$ cat src/rtl/robs_control.sv
// Moore sequencer for the signed Robertson multiplier datapath.
// Outputs are registered from the next state, so they never depend on start, zr or zq.
module robs_control #(
    parameter int WIDTH = 8
) (
    input  logic        clk,
    input  logic        reset,
    input  logic        start,
    input  logic        zr,
    input  logic        zq,
    output logic [14:0] c,
    output logic        busy,
    output logic        done
);

    localparam int IW = $clog2(WIDTH);
    localparam logic [IW-1:0] LAST = IW'(WIDTH - 1);

    typedef enum logic [3:0] {
        IDLE,
        INIT,
        LOADR,
        TEST,
        ADD,
        ADDWB,
        SHLD,
        SHIFT,
        SHWB,
        CHECK,
        FINISH,
        DONE
    } state_t;

    state_t          state_q, state_d;
    logic [IW-1:0]   it_q, it_d;
    logic [14:0]     c_q;
    logic            busy_q;
    logic            done_q;

    // The sign-bit iteration subtracts Y instead of adding it.
    function automatic logic [14:0] cword(state_t s, logic [IW-1:0] it);
        logic [14:0] w;
        w = '0;
        case (s)
            INIT: w[3:0] = 4'hF;
            LOADR: begin
                w[8] = 1'b1;
                w[9] = 1'b1;
            end
            ADD: w[10] = (it != LAST);
            ADDWB: begin
                w[10]  = (it != LAST);
                w[5:4] = 2'd2;
                w[8]   = 1'b1;
            end
            SHLD:  w[12] = 1'b1;
            SHIFT: w[11] = 1'b1;
            SHWB: begin
                w[5:4] = 2'd1;
                w[6]   = 1'b1;
                w[8]   = 1'b1;
                w[9]   = 1'b1;
                w[13]  = 1'b1;
            end
            FINISH: begin
                w[14] = 1'b1;
                w[3]  = 1'b1;
                w[7]  = 1'b1;
            end
            default: w = '0;
        endcase
        return w;
    endfunction

    always_comb begin
        state_d = state_q;
        it_d    = it_q;
        unique case (state_q)
            IDLE:   if (start) state_d = INIT;
            INIT: begin
                it_d    = '0;
                state_d = LOADR;
            end
            LOADR:  state_d = TEST;
            TEST:   state_d = zr ? SHLD : ADD;
            ADD:    state_d = ADDWB;
            ADDWB:  state_d = SHLD;
            SHLD:   state_d = SHIFT;
            SHIFT:  state_d = SHWB;
            SHWB: begin
                it_d    = it_q + 1'b1;
                state_d = CHECK;
            end
            CHECK:  state_d = zq ? FINISH : TEST;
            FINISH: state_d = DONE;
            DONE:   state_d = IDLE;
            default: state_d = IDLE;
        endcase
    end

    always_ff @(posedge clk or negedge reset) begin
        if (!reset) begin
            state_q <= IDLE;
            it_q    <= '0;
            c_q     <= '0;
            busy_q  <= 1'b0;
            done_q  <= 1'b0;
        end else begin
            state_q <= state_d;
            it_q    <= it_d;
            c_q     <= cword(state_d, it_d);
            busy_q  <= (state_d != IDLE);
            done_q  <= (state_d == DONE);
        end
    end

    assign c    = c_q;
    assign busy = busy_q;
    assign done = done_q;

endmodule
$ cat config.mk
export PLATFORM = sky130hd
export DESIGN_NAME = robs_control
export DESIGN_NICKNAME = d
export VERILOG_FILES = /design/src/rtl/robs_control.sv
export SDC_FILE = /design/constraint.sdc
export NUM_CORES = 1
export LEC_CHECK = 0
export CAP_MARGIN = 20
export CORE_MARGIN = 5
export CORE_UTILIZATION = 40
export DETAILED_ROUTE_END_ITERATION = 16
export GPL_TIMING_DRIVEN = 0
export PLACE_DENSITY = 0.78
export SLEW_MARGIN = 20
export SYNTH_ARGS = -nofsm -noshare
export SYNTH_HDL_FRONTEND = slang
export SYNTH_SLANG_ARGS = --single-unit
$ cat constraint.sdc
create_clock -name clk -period 2.3 [get_ports clk]
set_clock_uncertainty 0.1 [all_clocks]
set_input_delay 0.23 -clock clk [delete_from_list [all_inputs] [get_ports clk]]
set_output_delay 0.23 -clock clk [all_outputs]
set_load 0.01 [all_outputs]
* Yosys cells after proc, flatten, opt, wreduce, memory -nomap -nowiden
Cells that the tools add are included. Widths: inputs -> output; s select.
Operators by class: add/subtract/negate cells 1, equal/unequal tests 20, muxes and demuxes 15, reduce and logical (&&, ||, !) cells 6
Operator list (count):
- $pmux 4 s11 | 1
- $eq 4x3->1 const B | 8
- $eq 4x4->1 const B | 6
- $eq 4x2->1 const B | 3
- $eq 4x1->1 const B | 2
- $mux 1 | 8
- $mux 4 | 2
- $pmux 3 s2 | 1
- $reduce_or 2->1 | 3
- $logic_not 4->1 | 1
- $pmux 2 s2 | 1
- $reduce_bool 4->1 | 1
- $add 3x1->3 const B | 1
- $mux 3 | 1
- $ne 3x3->1 const B | 1
- $reduce_or 3->1 | 1
- $mux 2 | 1
Storage, ports and cells: flip-flop bits (word level) 24, bits of input ports 5, output and inout port bits 17

* Depth between registers and ports, before layout
Gate-level depths: netlist of the first run.
word-level depth 5, gate-level depth with buffers 5, mapped depth without buffers 5

* Worst setup path before layout of the first run
Ideal clock, no wire load.
kind reg-to-reg, from register state_q[2], to register busy_q (netlist: busy), data arrival time 1488 ps, required time 2061 ps, path slack 573 ps, cell stages (with the launch flop) 5, buffers on the path 0, clock period less this slack 1727 ps, cells stage by stage dfrtp_1 -> or2_4 -> o31a_1 -> and3_4 -> or4_4
On the way: longest elaborated chain between the ends 3
Ends and longest elaborated chain:
- start: declaration | RTL line 34 | state_t state_q, state_d;
- start signal: assignment | RTL line 109 | state_q <= state_d;
- $eq 4x4->1 (tied with other cells) | RTL line 78 | unique case (state_q)
- $pmux 4 s11 * | RTL line 78
- named net state_d[0] | RTL line 34
- $reduce_bool 4->1 * | RTL line 112 | busy_q <= (state_d != IDLE);
- end signal: assignment | RTL line 112
- end: declaration | RTL line 37 | logic busy_q;
Mark *: on every way through the listed nets, which the timed path passes. The rest lies on a longest branch.

* Worst setup path after layout of the first run
Ends and elaborated chain as after synthesis.

==> results of run 1 <==
==> metrics by stage <==
step / util [%] / setup slack, ps / hold WS [ps] / power (mW) / instances
floorplan: - / 573 / -166 / 1.03 / 91
global placement: 52.8 / 437 / 420 / 1.28 / 140
detailed placement: 52.8 / 411 / 455 / 1.32 / 140
CTS: 53.8 / 496 / 339 / 1.49 / 143
global route: 53.8 / 467 / 385 / 1.59 / 143
finish: 53.8 / 495 / 314 / 1.48 / 143
==> per-layer routing <==
metal	up-vias	share of wire, %	track usage [%]
met4	0	2.3	4.97
met1	363	41	15.2
met3	7	7.7	4.23
met5	-	0	0
met2	27	48	19.7
li1	356	-	-
==> state kept, by name, summed over array words and instances (netlist names) <==
name,cells
busy,1
c,11
done,1
it_q,3
state_q,4
==> worst min-delay path by stage <==
stage	from	endpoint	slack [ps]
after global placement	it_q[2]	it_q[2]	420
after CTS	reset	c[10]	340
after global routing	reset	it_q[1]	390
after detailed placement	it_q[1]	it_q[1]	450
after floorplan	reset	busy	-170
final	reset	c[10]	310
==> synth_stat cells <==
master,number
sky130_fd_sc_hd__o31a_1,1
sky130_fd_sc_hd__a22oi_1,2
sky130_fd_sc_hd__nand2_1,8
sky130_fd_sc_hd__a21boi_0,1
sky130_fd_sc_hd__and2_1,1
sky130_fd_sc_hd__or2_2,1
sky130_fd_sc_hd__nor3b_1,1
sky130_fd_sc_hd__nor4_1,1
sky130_fd_sc_hd__o21ai_0,4
sky130_fd_sc_hd__buf_2,2
sky130_fd_sc_hd__clkbuf_1,1
sky130_fd_sc_hd__nand3_1,2
sky130_fd_sc_hd__o2111a_1,1
sky130_fd_sc_hd__nor2_1,12
sky130_fd_sc_hd__nand2b_1,4
sky130_fd_sc_hd__dfrtp_1,20
sky130_fd_sc_hd__a21oi_1,5
sky130_fd_sc_hd__or2_4,1
sky130_fd_sc_hd__buf_4,5
sky130_fd_sc_hd__ha_1,1
sky130_fd_sc_hd__buf_1,1
sky130_fd_sc_hd__xnor2_1,2
sky130_fd_sc_hd__and3_4,1
sky130_fd_sc_hd__mux2_2,2
sky130_fd_sc_hd__or4_4,1
sky130_fd_sc_hd__a22o_1,1
sky130_fd_sc_hd__o2bb2ai_1,1
sky130_fd_sc_hd__and3b_1,1
sky130_fd_sc_hd__inv_1,2
sky130_fd_sc_hd__nor3_1,4
sky130_fd_sc_hd__and3_1,1
==> worst max-delay path, delay by kind of cell, from the launching register on <==
family,cells,cell delay (ps)
and+or+nand+nor,3,930
AOI/OAI and AO/OA,1,240
DFF,1,410
==> final cells by class <==
type	instances	area [sq um]	area share, %
repair buffers	21	210	17.6
multi-input cells	60	360	30.3
well taps	28	35.0	2.94
plain buffers	9	55.1	4.62
flip-flops and latches	20	500	42.0
clock buffers	3	22.5	1.89
inverters	2	7.51	0.630
==> cell families after synthesis <==
family,count (synthesis),synth area share (%)
adder cells (fa/ha/maj),1,1.35
AND/OR/NAND/NOR,39,22.0
AO/OA/AOI/OAI,16,11.4
multiplexers,2,2.44
flip-flops,20,54.2
buffers and inverters,11,6.78
XOR/XNOR,2,1.90
==> power breakdown <==
group          leakage (nW)  switching (mW)  total, mW  internal (mW)
Clock                0.0138           0.105      0.166         0.0611
Sequential            0.259          0.0638      0.530          0.466
Combinational         0.252           0.389      0.781          0.392
Total                 0.525           0.558       1.48          0.920
==> PnR_summary.wiki, run 1 <==
{| class="wikitable"
! Metric !! Value
|-
| Number of nets still failing antenna checks after routing || 0
|-
| Post-route standard cell area excluding fillers || 1190 sq um
|-
| Internal reg-to-reg setup slack || 500 ps
|-
| Die X || 58.0 um
|-
| Effective utilization at floorplan || 41.7%
|-
| Warning count from the yosys run || 0
|-
| Kind of critical path || flop to flop
|-
| Detailed-router iteration count before antenna repair || 4
|-
| Gate Count Post-Synth || 91
|-
| Netlist Area Pre-Place || 923 sq um
|-
| Critical path destination || busy
|-
| Setup repair after global routing missed its margin || false
|-
| 1st-iter DRT viols || 14
|-
| Launching instance or port of the critical path || state_q[2]
|-
| FILL cells || 203
|-
| TritonCTS Buffers || 3
|-
| Io pins || 22
|-
| Largest net degree at the start of global routing || 21
|-
| Wire length of the first global-routing pass || 3190 um
|-
| Commonest cells after routing, fill and taps aside || 21 x sky130_fd_sc_hd__clkdlybuf4s50_1, 20 x sky130_fd_sc_hd__dfrtp_1, 12 x sky130_fd_sc_hd__nor2_1
|-
| Antenna violations before repair || 0
|-
| Final layout net count || 123
|-
| LEAKAGE || 0.525 nW
|-
| Highest achievable clock rate || 554 MHz
|-
| Clock Tree Root || sky130_fd_sc_hd__clkbuf_4
|-
| GR Overflow Total || 0
|-
| Type of destination of the critical path || flop
|-
| Data required time of the worst path || 2380 ps
|-
| Mean instance size in the synthesized netlist || 10.1 sq um
|-
| Power per Cell Area || 1240 nW/um^2
|-
| Area enclosed by the die boundary || 3370 sq um
|-
| Worst path cell trace || or2_4 -> o31a_1 -> and3_4 -> or4_4
|-
| Detail-routed via count per cell || 5.27
|-
| TritonCTS Sinks || 20
|-
| Result of the run || complete, no violations
|-
| Number of cells upsized or downsized after cts || 0
|-
| Number of endpoints with negative hold slack in the final report || 0
|-
| Biggest cell delay along the critical path || 490 ps
|-
| Fin. max-slew vios || 0
|-
| Most common library cell in the layout ignoring fill and taps || sky130_fd_sc_hd__clkdlybuf4s50_1
|-
| Fraction of final layout cells sized beyond drive strength 1 || 13.9%
|-
| Count of distinct cell types in the synthesized netlist || 31
|-
| Critical path's slowest cell || sky130_fd_sc_hd__or4_4
|-
| Headroom to the max-slew limit || 41.4%
|-
| Shortest clock period the worst path allows after layout || 1800 ps
|-
| Routability congestion estimate from global placement || 0.828
|-
| Number of buffers on the longest clock path || 2
|-
| Area of the placeable core || 2210 sq um
|-
| GRT Util Overall || 12.3%
|-
| Class of the tightest hold or removal check || input port to asynchronous set/reset pin
|-
| CP Max Fanout || 4
|-
| Total via count after detailed routing || 753
|-
| Kind of start point of the critical path || flop
|-
| Post-CTS Setup Inserts || 0
|-
| Post-Route Setup TNS || 0 ps
|-
| Clock-pin slew reported for the worst setup and hold paths after clock tree synthesis || 110 ps
|-
| Die height || 58.0 um
|-
| Diode count || 0
|-
| Final worst-path cycle share || 78.5%
|-
| Post-CTS Hold Fix Bufs || 0
|-
| Startpoint of the lowest-slack register-to-register path || state_q[2]
|-
| DRC violation count after routing || 0
|-
| Slew @ Worst Pin || 876 ps
|-
| Sequential cell area fraction in the yosys report || 54.2%
|-
| Placed standard-cell area || 1170 sq um
|-
| Cell taking the most area after synthesis || sky130_fd_sc_hd__dfrtp_1
|-
| Flops & latches, synth || 20
|-
| Synth-to-Final Area Change || 29.0%
|-
| CTS HTree Levels || 1
|-
| Setup-violating endpoint count in the final report || 0
|-
| DRT Wirelength || 1900 um
|-
| Vias in the first global route || 719
|-
| Worst ir drop on vdd || 0.879 mV
|-
| Synthesized netlist net count || 97
|-
| Reg-to-Reg End || busy
|-
| Row count || 17
|-
| R2R depth || 4
|-
| Number of max-cap violations || 0
|-
| Arrival @ worst endpoint || 1890 ps
|-
| Final routed wire length divided by cell count || 13.3 um
|-
| Total half-perimeter wirelength after legalization and detailed placement || 1400 um
|-
| Portion of synthesized cell area occupied by the leading cell type || 54.2%
|-
| Count of input and output buffers || 21
|-
| Leading post-synthesis cells by cell area || sky130_fd_sc_hd__dfrtp_1 54%, sky130_fd_sc_hd__nor2_1 4.9%, sky130_fd_sc_hd__buf_4 4.1%
|-
| Clock tree from TritonCTS || yes
|-
| Clock latency on the worst-skew pair || 300 ps
|}
Note: power is estimated with default switching activity, not from simulation.
==> run 2, diff against run 1 <==
==> constraint.sdc (replaced) <==
create_clock -name clk -period 1.9 [get_ports clk]
set_clock_uncertainty 0.1 [all_clocks]
set_input_delay 0.19 -clock clk [delete_from_list [all_inputs] [get_ports clk]]
set_output_delay 0.19 -clock clk [all_outputs]
set_load 0.01 [all_outputs]
==> results of run 2 <==
The final DEF is identical to that of run 1. Status: complete, no violations.
Among the figures that moved: setup slack after placement 411 ps -> 50.9 ps; setup slack after layout 495 ps -> 95.3 ps; hold slack 314 ps -> 274 ps; register-to-register setup slack 500 ps -> 100 ps; total power 1.48 mW -> 1.79 mW; worst IR drop on VDD 0.879 mV -> 1.06 mV
==> run 3, diff against run 2 <==
--- a/config.mk
+++ b/config.mk
@@ -8,6 +8,7 @@
 export CAP_MARGIN = 20
 export CORE_MARGIN = 5
 export CORE_UTILIZATION = 40
+export CTS_CLUSTER_SIZE = 14
 export DETAILED_ROUTE_END_ITERATION = 16
 export GPL_TIMING_DRIVEN = 0
 export PLACE_DENSITY = 0.78
==> results of run 3 <==
The final DEF is identical to that of run 1. Status: complete, no violations.
Among the figures that moved: setup slack after placement 411 ps -> 50.9 ps; setup slack after layout 495 ps -> 95.3 ps; hold slack 314 ps -> 274 ps; register-to-register setup slack 500 ps -> 100 ps; total power 1.48 mW -> 1.79 mW; worst IR drop on VDD 0.879 mV -> 1.06 mV
